File: src/rtl/if_id_field_reg.sv
// IF/ID pipeline register with MIPS instruction field split, link address and
// a saturating consecutive-stall counter.
module if_id_field_reg #(
  parameter int unsigned PC_W      = 32,
  parameter logic [31:0] RESET_PC  = 32'h0000_3000,
  parameter logic [31:0] NOP_INSTR = 32'h0000_0000,
  parameter int unsigned CNT_W     = 8
) (
  input  logic             clk,
  input  logic             reset,
  input  logic             stallD,
  input  logic             flushD,
  input  logic [31:0]      instrF,
  input  logic [PC_W-1:0]  pcF,
  input  logic             validF,
  output logic [31:0]      instrD,
  output logic [PC_W-1:0]  pcD,
  output logic [PC_W-1:0]  pc8D,
  output logic             validD,
  output logic             adelD,
  output logic [5:0]       op,
  output logic [4:0]       rs,
  output logic [4:0]       rt,
  output logic [4:0]       rd,
  output logic [4:0]       shamt,
  output logic [5:0]       funct,
  output logic [15:0]      imm16,
  output logic [25:0]      imm26,
  output logic [CNT_W-1:0] stall_cnt
);

  logic [31:0]      instr_q, instr_d;
  logic [PC_W-1:0]  pc_q, pc_d;
  logic             valid_q, valid_d;
  logic             adel_q, adel_d;
  logic [CNT_W-1:0] cnt_q, cnt_d;

  always_comb begin
    instr_d = instr_q;
    pc_d    = pc_q;
    valid_d = valid_q;
    adel_d  = adel_q;
    cnt_d   = '0;
    if (reset) begin
      instr_d = NOP_INSTR;
      pc_d    = RESET_PC[PC_W-1:0];
      valid_d = 1'b0;
      adel_d  = 1'b0;
    end else if (flushD) begin
      // PC is kept on a bubble so exception bookkeeping still sees it.
      instr_d = NOP_INSTR;
      pc_d    = pcF;
      valid_d = 1'b0;
      adel_d  = 1'b0;
    end else if (stallD) begin
      cnt_d = (cnt_q == {CNT_W{1'b1}}) ? cnt_q : cnt_q + 1'b1;
    end else begin
      instr_d = instrF;
      pc_d    = pcF;
      valid_d = validF;
      adel_d  = validF & (pcF[1:0] != 2'b00);
    end
  end

  always_ff @(posedge clk) begin
    instr_q <= instr_d;
    pc_q    <= pc_d;
    valid_q <= valid_d;
    adel_q  <= adel_d;
    cnt_q   <= cnt_d;
  end

  assign instrD    = instr_q;
  assign pcD       = pc_q;
  assign pc8D      = pc_q + PC_W'(8);
  assign validD    = valid_q;
  assign adelD     = adel_q;
  assign stall_cnt = cnt_q;

  assign op    = instr_q[31:26];
  assign rs    = instr_q[25:21];
  assign rt    = instr_q[20:16];
  assign rd    = instr_q[15:11];
  assign shamt = instr_q[10:6];
  assign funct = instr_q[5:0];
  assign imm16 = instr_q[15:0];
  assign imm26 = instr_q[25:0];

endmodule

File: config.mk
export PLATFORM = sky130hd
export DESIGN_NAME = if_id_field_reg
export DESIGN_NICKNAME = d
export VERILOG_FILES = /design/src/rtl/if_id_field_reg.sv
export SDC_FILE = /design/constraint.sdc
export NUM_CORES = 1
export LEC_CHECK = 0
export BUFFER_PORTS_ARGS = -buffer_cell sky130_fd_sc_hd__buf_2
export CAP_MARGIN = 10
export CORE_ASPECT_RATIO = 1.2
export CORE_MARGIN = 2
export CORE_UTILIZATION = 43
export CTS_BUF_LIST = sky130_fd_sc_hd__clkbuf_16
export DETAILED_ROUTE_END_ITERATION = 10
export GPL_TIMING_DRIVEN = 0
export PLACE_DENSITY_LB_ADDON = 0.3
export SETUP_SLACK_MARGIN = 0.1
export SYNTH_ARGS = -nofsm -noshare
export SYNTH_HDL_FRONTEND = slang
export SYNTH_SLANG_ARGS = --single-unit
export TNS_END_PERCENT = 50
File: constraint.sdc
create_clock -name clk -period 1.9 [get_ports clk]
set_input_delay 0 -clock clk [delete_from_list [all_inputs] [get_ports clk]]
set_output_delay 0 -clock clk [all_outputs]
set_load 0.005 [all_outputs]
==> results of run 1 <==
[power by group through the flow]
stage          clock network, W  logic [W]  registers (W)
2_1_floorplan                 0   0.000278        0.00173
4_1_cts                 0.00178   0.000656        0.00171
3_5_place_dp                  0   0.000543        0.00175
6_report                0.00175   0.000676        0.00173
5_1_grt                 0.00186   0.000736        0.00174
3_3_place_gp                  0   0.000534        0.00174
[state kept, by name, indices dropped and copies added, names as in the netlist]
signal     flops
stall_cnt      8
adelD          1
instrD        32
validD         1
pcD           32
[worst reg2reg max path: stages (launching register included)]
cell and delay (ns):
dfxtp_1 0.41, and4_1 0.21, clkbuf_2 0.16, and4_1 0.19
buf_2 0.14, mux2i_1 0.18, nor2_1 0.05
[per-layer routing]
metal,up-vias,part of all wire [%]
li1,2097,-
met1,1993,37
met2,228,53
met3,34,6.7
met4,0,3.1
met5,-,0
[how the worst max path moves through the flow]
stage	from	to	slack, ns	cells after the start
after floorplan	pcD[3]$_SDFFE_PP0P_	pc8D[27]	0.46	5
after global placement	pcD[3]$_SDFFE_PP0P_	pc8D[27]	0.14	6
after detailed placement	pcD[3]$_SDFFE_PP0P_	pc8D[29]	0.09	6
after CTS	pcD[10]$_SDFFE_PP0P_	pc8D[16]	0.05	6
after global routing	pcD[16]$_SDFFE_PP0P_	pc8D[30]	-0.01	5
final	pcD[10]$_SDFFE_PP0P_	pc8D[31]	0.03	6
[final cells by class]
type                            count  area, sq um
Buffer                             99          676
Clock buffer                        9          225
Clock inverter                      6         81.3
Fill cell                         631         2260
Inverter                            3         11.3
Multi-Input combinational cell    281         1820
Sequential cell                    74         1510
Tap cell                          117          146
Timing Repair Buffer              317         1930
[stage by stage]
step	total power, W	instance area [sq um]	hold slack, ns
after floorplan	0.00201	3860	0.124
after global placement	0.00228	5240	0.218
after detailed placement	0.00229	5240	0.224
after CTS	0.00416	6290	0.106
after global routing	0.00433	6400	0.125
final	0.00416	6400	0.0838
[timing repair]
| item | CTS | global route |
|---|---|---|
| endpoints found under the setup margin | 14 | 18 |
| gates resized for setup | 20 | 29 |
| hold buffers | 65 | 0 |
| cloned | 0 | 0 |
| pin swaps | 1 | 8 |
| hold endpoints to repair | 65 | 0 |
| buffers inserted | 2 | 3 |
[synthesized netlist by cell type]
| cell type | count | area (sq um) |
|---|---|---|
| a31oi_1 | 3 | 18.8 |
| buf_2 | 6 | 30.0 |
| buf_4 | 77 | 578 |
| nor3_1 | 7 | 35.0 |
| nor2_1 | 47 | 176 |
| and4_4 | 1 | 11.3 |
| nand4_2 | 3 | 37.5 |
| or2_2 | 1 | 6.26 |
| nand2_1 | 77 | 289 |
| xnor2_1 | 17 | 149 |
| nor4b_4 | 2 | 47.6 |
| inv_1 | 3 | 11.3 |
| and4b_1 | 1 | 10.0 |
| clkbuf_2 | 1 | 5.00 |
| clkbuf_1 | 15 | 56.3 |
| a211oi_1 | 1 | 7.51 |
| a21oi_1 | 33 | 165 |
| nor3b_2 | 1 | 12.5 |
| nand3_1 | 11 | 55.1 |
| ha_1 | 2 | 25.0 |
| dfxtp_1 | 74 | 1480 |
| and3_1 | 7 | 43.8 |
| nor4_1 | 2 | 12.5 |
| xor2_1 | 12 | 105 |
| nor3_4 | 1 | 16.3 |
| and4_1 | 6 | 52.6 |
| mux2i_1 | 34 | 340 |
| o21ai_0 | 1 | 5.00 |
| nor2b_1 | 1 | 6.26 |
| nand3_2 | 1 | 10.0 |
| nand4_1 | 5 | 31.3 |
| nand3b_1 | 2 | 15.0 |
| and2_1 | 1 | 6.26 |
| nand2b_1 | 1 | 6.26 |
[cell families after synthesis]
group	after synthesis
DFF	74
and+or+nand+nor	178
buffers and inverters	102
muxes	34
AOI/OAI and AO/OA	38
adders and majority gates	2
xor gates and xnor gates	29
==> results.toml, run 1 <==
[status]
outcome = "complete, no violations"

[die]
die_x_um = 90.5
initial_core_util_pct = 44.6
die_area_sq_um = 9750
rows = 37
die-height_um = 108
core-area_sq_um = 8660
pin_count = 249

[critical_path]
slowest_delay_ns = 0.36
critPathSlowestCell = "nor4_4"
path_cells = "buf_6 -> and4_4 -> nand4_1 -> nor4_4 -> xor2_1 -> buf_2"
cp_top_family = "simple AND/OR/NAND/NOR gates"
crit_buf_inv = 2
cp.required_ns = 1.90
r2r_start = "stall_cnt[3]$_SDFFE_PP0P_"
path_class = "reg2out"
start_kind = "register"
reg2reg_slack_ns = 0.44
worst-path-max-fanout = 5
end_kind = "output pin"
rr_endpoint = "stall_cnt[1]$_SDFFE_PP0P_"
arrival_ns = 1.87
rr_worst_depth = 6

[route]
wl_um = 13100
viasPerCell = 4.80
drc_errors = 0
via_count = 4352
dr.pass1.iters = 4
routedWlPerCell_um = 14.5
ant_nets = 0
drtIter0Drc = 128

[clock_network]
clkSlewWorstSetupHoldPaths_ns = 0.06
root_buffer = "clkbuf_16"
cts_max_level = 3
clock_path_buffers = 2
cts_tree = "done"
cts-buffers-inserted = 9
cts_sinks = 74
clk_latency_ns = 0.32

[timing]
hold_viol = 0
clock.fmax_mhz = 536
grt_setup_unrepaired = "yes"
setup_tns_ns = 0
relSlewSlack_pct = 69.3
finalSetupViolCount = 0
finalClockSkew_ns = 0.00170
min_period_ns = 1.87
finalMaxSlewViolations = 0
fin_ws_ns = 0.0326
worst_pin_slew_ns = 0.461
finalCritPeriodShare_pct = 98.3

[yosys]
yosysUniqueCellTypes = 34
synth_top_family_by_area = "simple AND/OR/NAND/NOR gates"
synth-compound-area-share_pct = 5.09
synth_seq_area_share_pct = 38.4
netlist_instances = 457
synth.avg_cell_area_sq_um = 8.44
muxShareOfSynthArea_pct = 8.82
syn_nets = 528
synth_xor_xnor_area_share_pct = 6.58
synth-simple-area-share_pct = 22.8
ys_warn_count = 0
synth_fa_ha_area_share_pct = 0.649
synth_seq_cells = 74
syn_area_sq_um = 3860

[layout]
final_cells = 906
layout-drive-gt1-share_pct = 49.8
fin_nets = 856
area_growth_pct = 65.8
antennaDiodeCount = 0
layout_commonest_cell = "buf_2"
mostFrequentLayoutCells = "buf_2, buf_4, nand2_1"
postLayoutCoreUtil_pct = 73.9

[power_and_ir_drop]
p_sw_w = 0.000997
pwr-share-comb_pct = 16.3
p_per_area_nw_per_um2 = 650
p_leak_nw = 3.52
clkPwrFrac_pct = 42.2
switching_share_pct = 24.0
seqPwrFrac_pct = 41.6
p_int_w = 0.00316
ir_worst_vdd_v = 0.000449

[place]
place_congestion = 0.859
dp_cells = 821
port_buffers = 247
post-place-ws_ns = 0.0918
post-dp-hpwl_um = 8730

[global_route]
grt_pass1_wl_um = 20000
antenna_found_initial = 0
use_met2_pct = 47.6
grt-ovfl-total = 0
top_usage_layer = "met2"
use_met1_pct = 26.9
grtUsageTotal_pct = 25.4
use_met3_pct = 5.53
grt_pass1_vias = 4181
grt_max_degree = 13

[hold_path]
worstHoldPathCells = 2
min_from = "reset"
hold_path_class = "in2reg"
hold_end = "pcD[13]$_SDFFE_PP1P_"

[run]
drv_cap = 0
Power figures use the tool's default switching activity.
==> inputs of run 2 (changes only) <==
--- a/config.mk
+++ b/config.mk
@@ -5,13 +5,13 @@
 export SDC_FILE = /design/constraint.sdc
 export NUM_CORES = 1
 export LEC_CHECK = 0
+export ABC_CLOCK_PERIOD_IN_PS = 2260
 export BUFFER_PORTS_ARGS = -buffer_cell sky130_fd_sc_hd__buf_2
 export CAP_MARGIN = 10
-export CORE_ASPECT_RATIO = 1.2
-export CORE_MARGIN = 2
-export CORE_UTILIZATION = 43
+export CORE_AREA = 2 2 98 100
 export CTS_BUF_LIST = sky130_fd_sc_hd__clkbuf_16
 export DETAILED_ROUTE_END_ITERATION = 10
+export DIE_AREA = 0 0 100 102
 export GPL_TIMING_DRIVEN = 0
 export PLACE_DENSITY_LB_ADDON = 0.3
 export SETUP_SLACK_MARGIN = 0.1
==> constraint.sdc (replaced) <==
create_clock -name clk -period 2.26 [get_ports clk]
set_input_delay 0 -clock clk [delete_from_list [all_inputs] [get_ports clk]]
set_output_delay 0 -clock clk [all_outputs]
set_load 0.005 [all_outputs]
==> run 2 against run 1 <==
  * Worst hold slack better by 0.029 ns
  * Utilization decreased by 5.8 points
  * Routed wire length decreased by 4.2%
  * Sequential power fell by 17%
  * Sequential share of layout area increased by 0.26 points
  * Critical endpoint is now pc8D[29]
  * Highest routed layer unchanged
==> results.toml, run 2 (synthesis gave the netlist of run 1 again) <==
[status]
outcome = "complete, no violations"

[critical_path]
cp.required_ns = 2.26
worst-path-max-fanout = 6
r2r_start = "stall_cnt[3]$_SDFFE_PP0P_"
cp-startpoint = "pcD[4]$_SDFFE_PP0P_"
path_class = "reg2out"
critPathSlowestCell = "dfxtp_1"
rr_endpoint = "stall_cnt[1]$_SDFFE_PP0P_"
slowest_delay_ns = 0.42
start_kind = "register"
reg2reg_slack_ns = 0.79
arrival_ns = 1.97
end_kind = "output pin"
rr_worst_depth = 6
path_cells = "ha_2 -> nand2_1 -> nor3_4 -> nor4b_4 -> xor2_1 -> buf_2"

[clock_network]
clock_path_buffers = 2
cts_max_level = 3
root_buffer = "clkbuf_16"
cts-buffers-inserted = 9
cts_tree = "done"
clk_latency_ns = 0.32
clkSlewWorstSetupHoldPaths_ns = 0.05
cts_sinks = 74

[global_route]
grt_max_degree = 13
antenna_found_initial = 0
grt-ovfl-total = 0
grtUsageTotal_pct = 23.1
grt_pass1_wl_um = 18900
grt_pass1_vias = 4030

[route]
routedWlPerCell_um = 14.0
via_count = 4299
drc_errors = 0
dr.pass1.iters = 7
viasPerCell = 4.80
wl_met2_um = 6440
drtIter0Drc = 144
wl_um = 12600
routed.top_layer = "met4"
route.met3.wl_um = 825
ant_nets = 0
drt-met1-wl_um = 4890

[power_and_ir_drop]
ir_worst_vdd_v = 0.000386
p_leak_nw = 3.44
p_per_area_nw_per_um2 = 562

[layout]
postLayoutCoreUtil_pct = 68.1
fin_nets = 852
layout_commonest_cell = "buf_2"
area_growth_pct = 60.7
antennaDiodeCount = 0
layout-drive-gt1-share_pct = 45.5
mostFrequentLayoutCells = "buf_2, buf_4, nand2_1"

[hold_path]
hold_path_class = "in2reg"
worstHoldPathCells = 2
hold_end = "pcD[13]$_SDFFE_PP1P_"
min_from = "reset"

[place]
post-dp-hpwl_um = 8790
port_buffers = 247
place_congestion = 0.834

[die]
core-area_sq_um = 9110
initial_core_util_pct = 42.4
die_x_um = 100
die_area_sq_um = 10200
pin_count = 249
die-height_um = 102
rows = 35

[timing]
finalSetupViolCount = 0
relSlewSlack_pct = 67.0
worst_pin_slew_ns = 0.496
min_period_ns = 1.97
finalMaxSlewViolations = 0
hold_viol = 0
clock.fmax_mhz = 508
grt_setup_unrepaired = "no"
finalClockSkew_ns = 0.00412
finalCritPeriodShare_pct = 87.1
setup_tns_ns = 0

[run]
drv_cap = 0
## run 2: cell type report
cell class                 instances  area, sq um
sequential                        74         1480
multi-input combinational        281         1700
buffer                            99          669
clock buffer                       9          225
inverter                           3         11.3
tap                              111          139
fill                             723         2910
timing repair buffer             313         1890
clock inverter                     6         81.3
## run 2: how the worst max path moves through the flow
stage / endpoint / cells after the start
floorplan: pc8D[27] / 5
finish: pc8D[29] / 6
global route: pc8D[19] / 7
global placement: pc8D[29] / 6
CTS: pc8D[29] / 6
detailed placement: pc8D[29] / 6
## run 2: timing repair
item                                   4_1_cts  5_1_grt
endpoints found under the hold margin       65        0
hold buffers                                65        0
pin swaps                                    1        1
setup buffers                                1        0
setup endpoints to repair                    1        8
resized for setup                            0        2
## run 2: stage by stage
step	worst slack, ns	std cells	instance area, sq um	power [W]	hold WS [ns]
2_1_floorplan	0.822	457	3860	0.00169	0.124
3_3_place_gp	0.479	815	5230	0.00192	0.228
3_5_place_dp	0.449	815	5230	0.00193	0.236
4_1_cts	0.107	896	6200	0.00349	0.108
5_1_grt	0.181	896	6200	0.00362	0.155
6_report	0.290	896	6200	0.00348	0.112
## run 2: power by group
| group | switching (W) | internal [W] |
|---|---|---|
| logic | 0.000226 | 0.000329 |
| clock network | 0.000530 | 0.000955 |
| registers | 0.0000813 | 0.00136 |
## run 2: critical path: cells and delay by family, from the launching register on
family	cells	cell delay (ns)
fa+ha+maj	1	0.29
flops	1	0.42
xor+xnor	1	0.20
buf+inv	1	0.14
simple gates	3	0.61
## run 2: layer usage
| layer | up-vias | global-route usage, % |
|---|---|---|
| met5 | - | 0 |
| met2 | 205 | 43.0 |
| met3 | 39 | 4.58 |
| li1 | 2084 | - |
| met1 | 1971 | 25.5 |
| met4 | 0 | 10.3 |
==> inputs of run 3 (changes only) <==
--- a/config.mk
+++ b/config.mk
@@ -6,7 +6,7 @@
 export NUM_CORES = 1
 export LEC_CHECK = 0
 export ABC_CLOCK_PERIOD_IN_PS = 2260
-export BUFFER_PORTS_ARGS = -buffer_cell sky130_fd_sc_hd__buf_2
+export BUFFER_PORTS_ARGS = -buffer_cell sky130_fd_sc_hd__buf_4
 export CAP_MARGIN = 10
 export CORE_AREA = 2 2 98 100
 export CTS_BUF_LIST = sky130_fd_sc_hd__clkbuf_16
@@ -15,6 +15,7 @@
 export GPL_TIMING_DRIVEN = 0
 export PLACE_DENSITY_LB_ADDON = 0.3
 export SETUP_SLACK_MARGIN = 0.1
+export SKIP_CTS_REPAIR_TIMING = 1
 export SYNTH_ARGS = -nofsm -noshare
 export SYNTH_HDL_FRONTEND = slang
 export SYNTH_SLANG_ARGS = --single-unit
==> run 3 against run 2 <==
  * Sequential share of layout area down 2.3 points
  * Design area grew 11%
  * Register-to-register slack lost 0.05 ns
  * Cell count is 0.22% higher
  * Sequential power about the same
  * Largest cell class unchanged
==> results.toml, run 3 (synthesis gave the netlist of run 1 again) <==
[timing]
finalClockSkew_ns = 0.00200
clock.fmax_mhz = 495
grt_setup_unrepaired = "no"
finalCritPeriodShare_pct = 89.4
hold_viol = 0
finalMaxSlewViolations = 0
min_period_ns = 2.02
worst_pin_slew_ns = 0.506
relSlewSlack_pct = 66.3
setup_tns_ns = 0
finalSetupViolCount = 0
fin_ws_ns = 0.240

[global_route]
grt-ovfl-total = 0
grt_pass1_vias = 3666
antenna_found_initial = 0
grt_pass1_wl_um = 17600
grt_max_degree = 14
grtUsageTotal_pct = 21.4

[critical_path]
end_kind = "output pin"
rr_endpoint = "stall_cnt[1]$_SDFFE_PP0P_"
cp.required_ns = 2.26
reg2reg_slack_ns = 0.74
slowest_delay_ns = 0.45
start_kind = "register"
path_cells = "ha_4 -> nand2_1 -> nor3_4 -> nor4b_4 -> xor2_1 -> buf_4"
rr_worst_depth = 6
path_class = "reg2out"
arrival_ns = 2.02
critPathSlowestCell = "dfxtp_1"
r2r_start = "stall_cnt[3]$_SDFFE_PP0P_"
worst-path-max-fanout = 6

[hold_path]
hold_end = "pcD[13]$_SDFFE_PP1P_"
min_from = "reset"
worstHoldPathCells = 2
hold_path_class = "in2reg"

[power_and_ir_drop]
ir_worst_vdd_v = 0.000389
pwr-share-comb_pct = 17.9
seqPwrFrac_pct = 38.7
switching_share_pct = 23.4
p_int_w = 0.00287
power_w = 0.00374
clkPwrFrac_pct = 43.4
p_per_area_nw_per_um2 = 545
p_leak_nw = 3.54
p_sw_w = 0.000875

[route]
drt-met1-wl_um = 5230
routed.top_layer = "met4"
route.met3.wl_um = 843
routedWlPerCell_um = 15.1
via_count = 4306
viasPerCell = 4.80
drc_errors = 0
drtIter0Drc = 121
wl_um = 13500
ant_nets = 0
dr.pass1.iters = 5
wl_met2_um = 7270

[layout]
mostFrequentLayoutCells = "buf_4, nand2_1, dfxtp_1"
layout-drive-gt1-share_pct = 45.7
fin_nets = 853
layout_commonest_cell = "buf_4"
area_growth_pct = 78.1
postLayoutCoreUtil_pct = 75.5
antennaDiodeCount = 0

[die]
die-height_um = 102
pin_count = 249
rows = 35
core-area_sq_um = 9110
initial_core_util_pct = 42.4
die_x_um = 100
die_area_sq_um = 10200

[clock_network]
root_buffer = "clkbuf_16"
cts_max_level = 3
clock_path_buffers = 2
clk_latency_ns = 0.32
clkSlewWorstSetupHoldPaths_ns = 0.06
cts-buffers-inserted = 9
cts_tree = "done"
cts_sinks = 74

[status]
outcome = "complete, no violations"

[place]
port_buffers = 247
place_congestion = 0.830
post-dp-hpwl_um = 9460
post-place-ws_ns = 0.412

[run]
drv_cap = 0
run 3: final cells by class:
type                            instances  area [sq um]
Sequential cell                        74          1480
Multi-Input combinational cell        281          1710
Tap cell                              111           139
Clock inverter                          7           118
Fill cell                             648          2230
Buffer                                 99           669
Timing Repair Buffer                  314          2520
Inverter                                3          11.3
Clock buffer                            9           225
run 3: worst max-delay path by stage:
stage	start	end	slack (ns)	depth (start not counted)
floorplan	pcD[3]$_SDFFE_PP0P_	pc8D[27]	0.82	5
global placement	pcD[3]$_SDFFE_PP0P_	pc8D[29]	0.46	6
detailed placement	pcD[3]$_SDFFE_PP0P_	pc8D[29]	0.41	6
CTS	pcD[3]$_SDFFE_PP0P_	pc8D[29]	0.05	6
global route	pcD[4]$_SDFFE_PP0P_	pc8D[29]	0.13	6
finish	pcD[4]$_SDFFE_PP0P_	pc8D[29]	0.24	6
run 3: metal layers:
metal	up-vias	track usage, %
li1	2087	-
met1	2018	24.8
met2	185	40.6
met3	16	3.97
met4	0	5.37
met5	-	0
run 3: power by group through the flow:
stage	combinational, W	clock [W]	sequential, W
detailed placement	0.000566	0	0.00147
global route	0.000720	0.00170	0.00146
CTS	0.000568	0.00165	0.00144
global placement	0.000556	0	0.00147
floorplan	0.000234	0	0.00146
finish	0.000670	0.00162	0.00145
run 3: critical path, delay by kind of cell (launching register included):
family / cells / cell delay [ns]
xor+xnor: 1 / 0.23
fa+ha+maj: 1 / 0.21
buf+inv: 1 / 0.15
flops: 1 / 0.45
simple gates: 3 / 0.66
run 3: stage by stage:
| step | hold WS (ns) | cell area, sq um | instances |
|---|---|---|---|
| detailed placement | 0.227 | 5850 | 815 |
| global route | 0.124 | 6870 | 898 |
| finish | 0.0996 | 6870 | 898 |
| global placement | 0.218 | 5850 | 815 |
| CTS | -0.106 | 6190 | 831 |
| floorplan | 0.124 | 3860 | 457 |
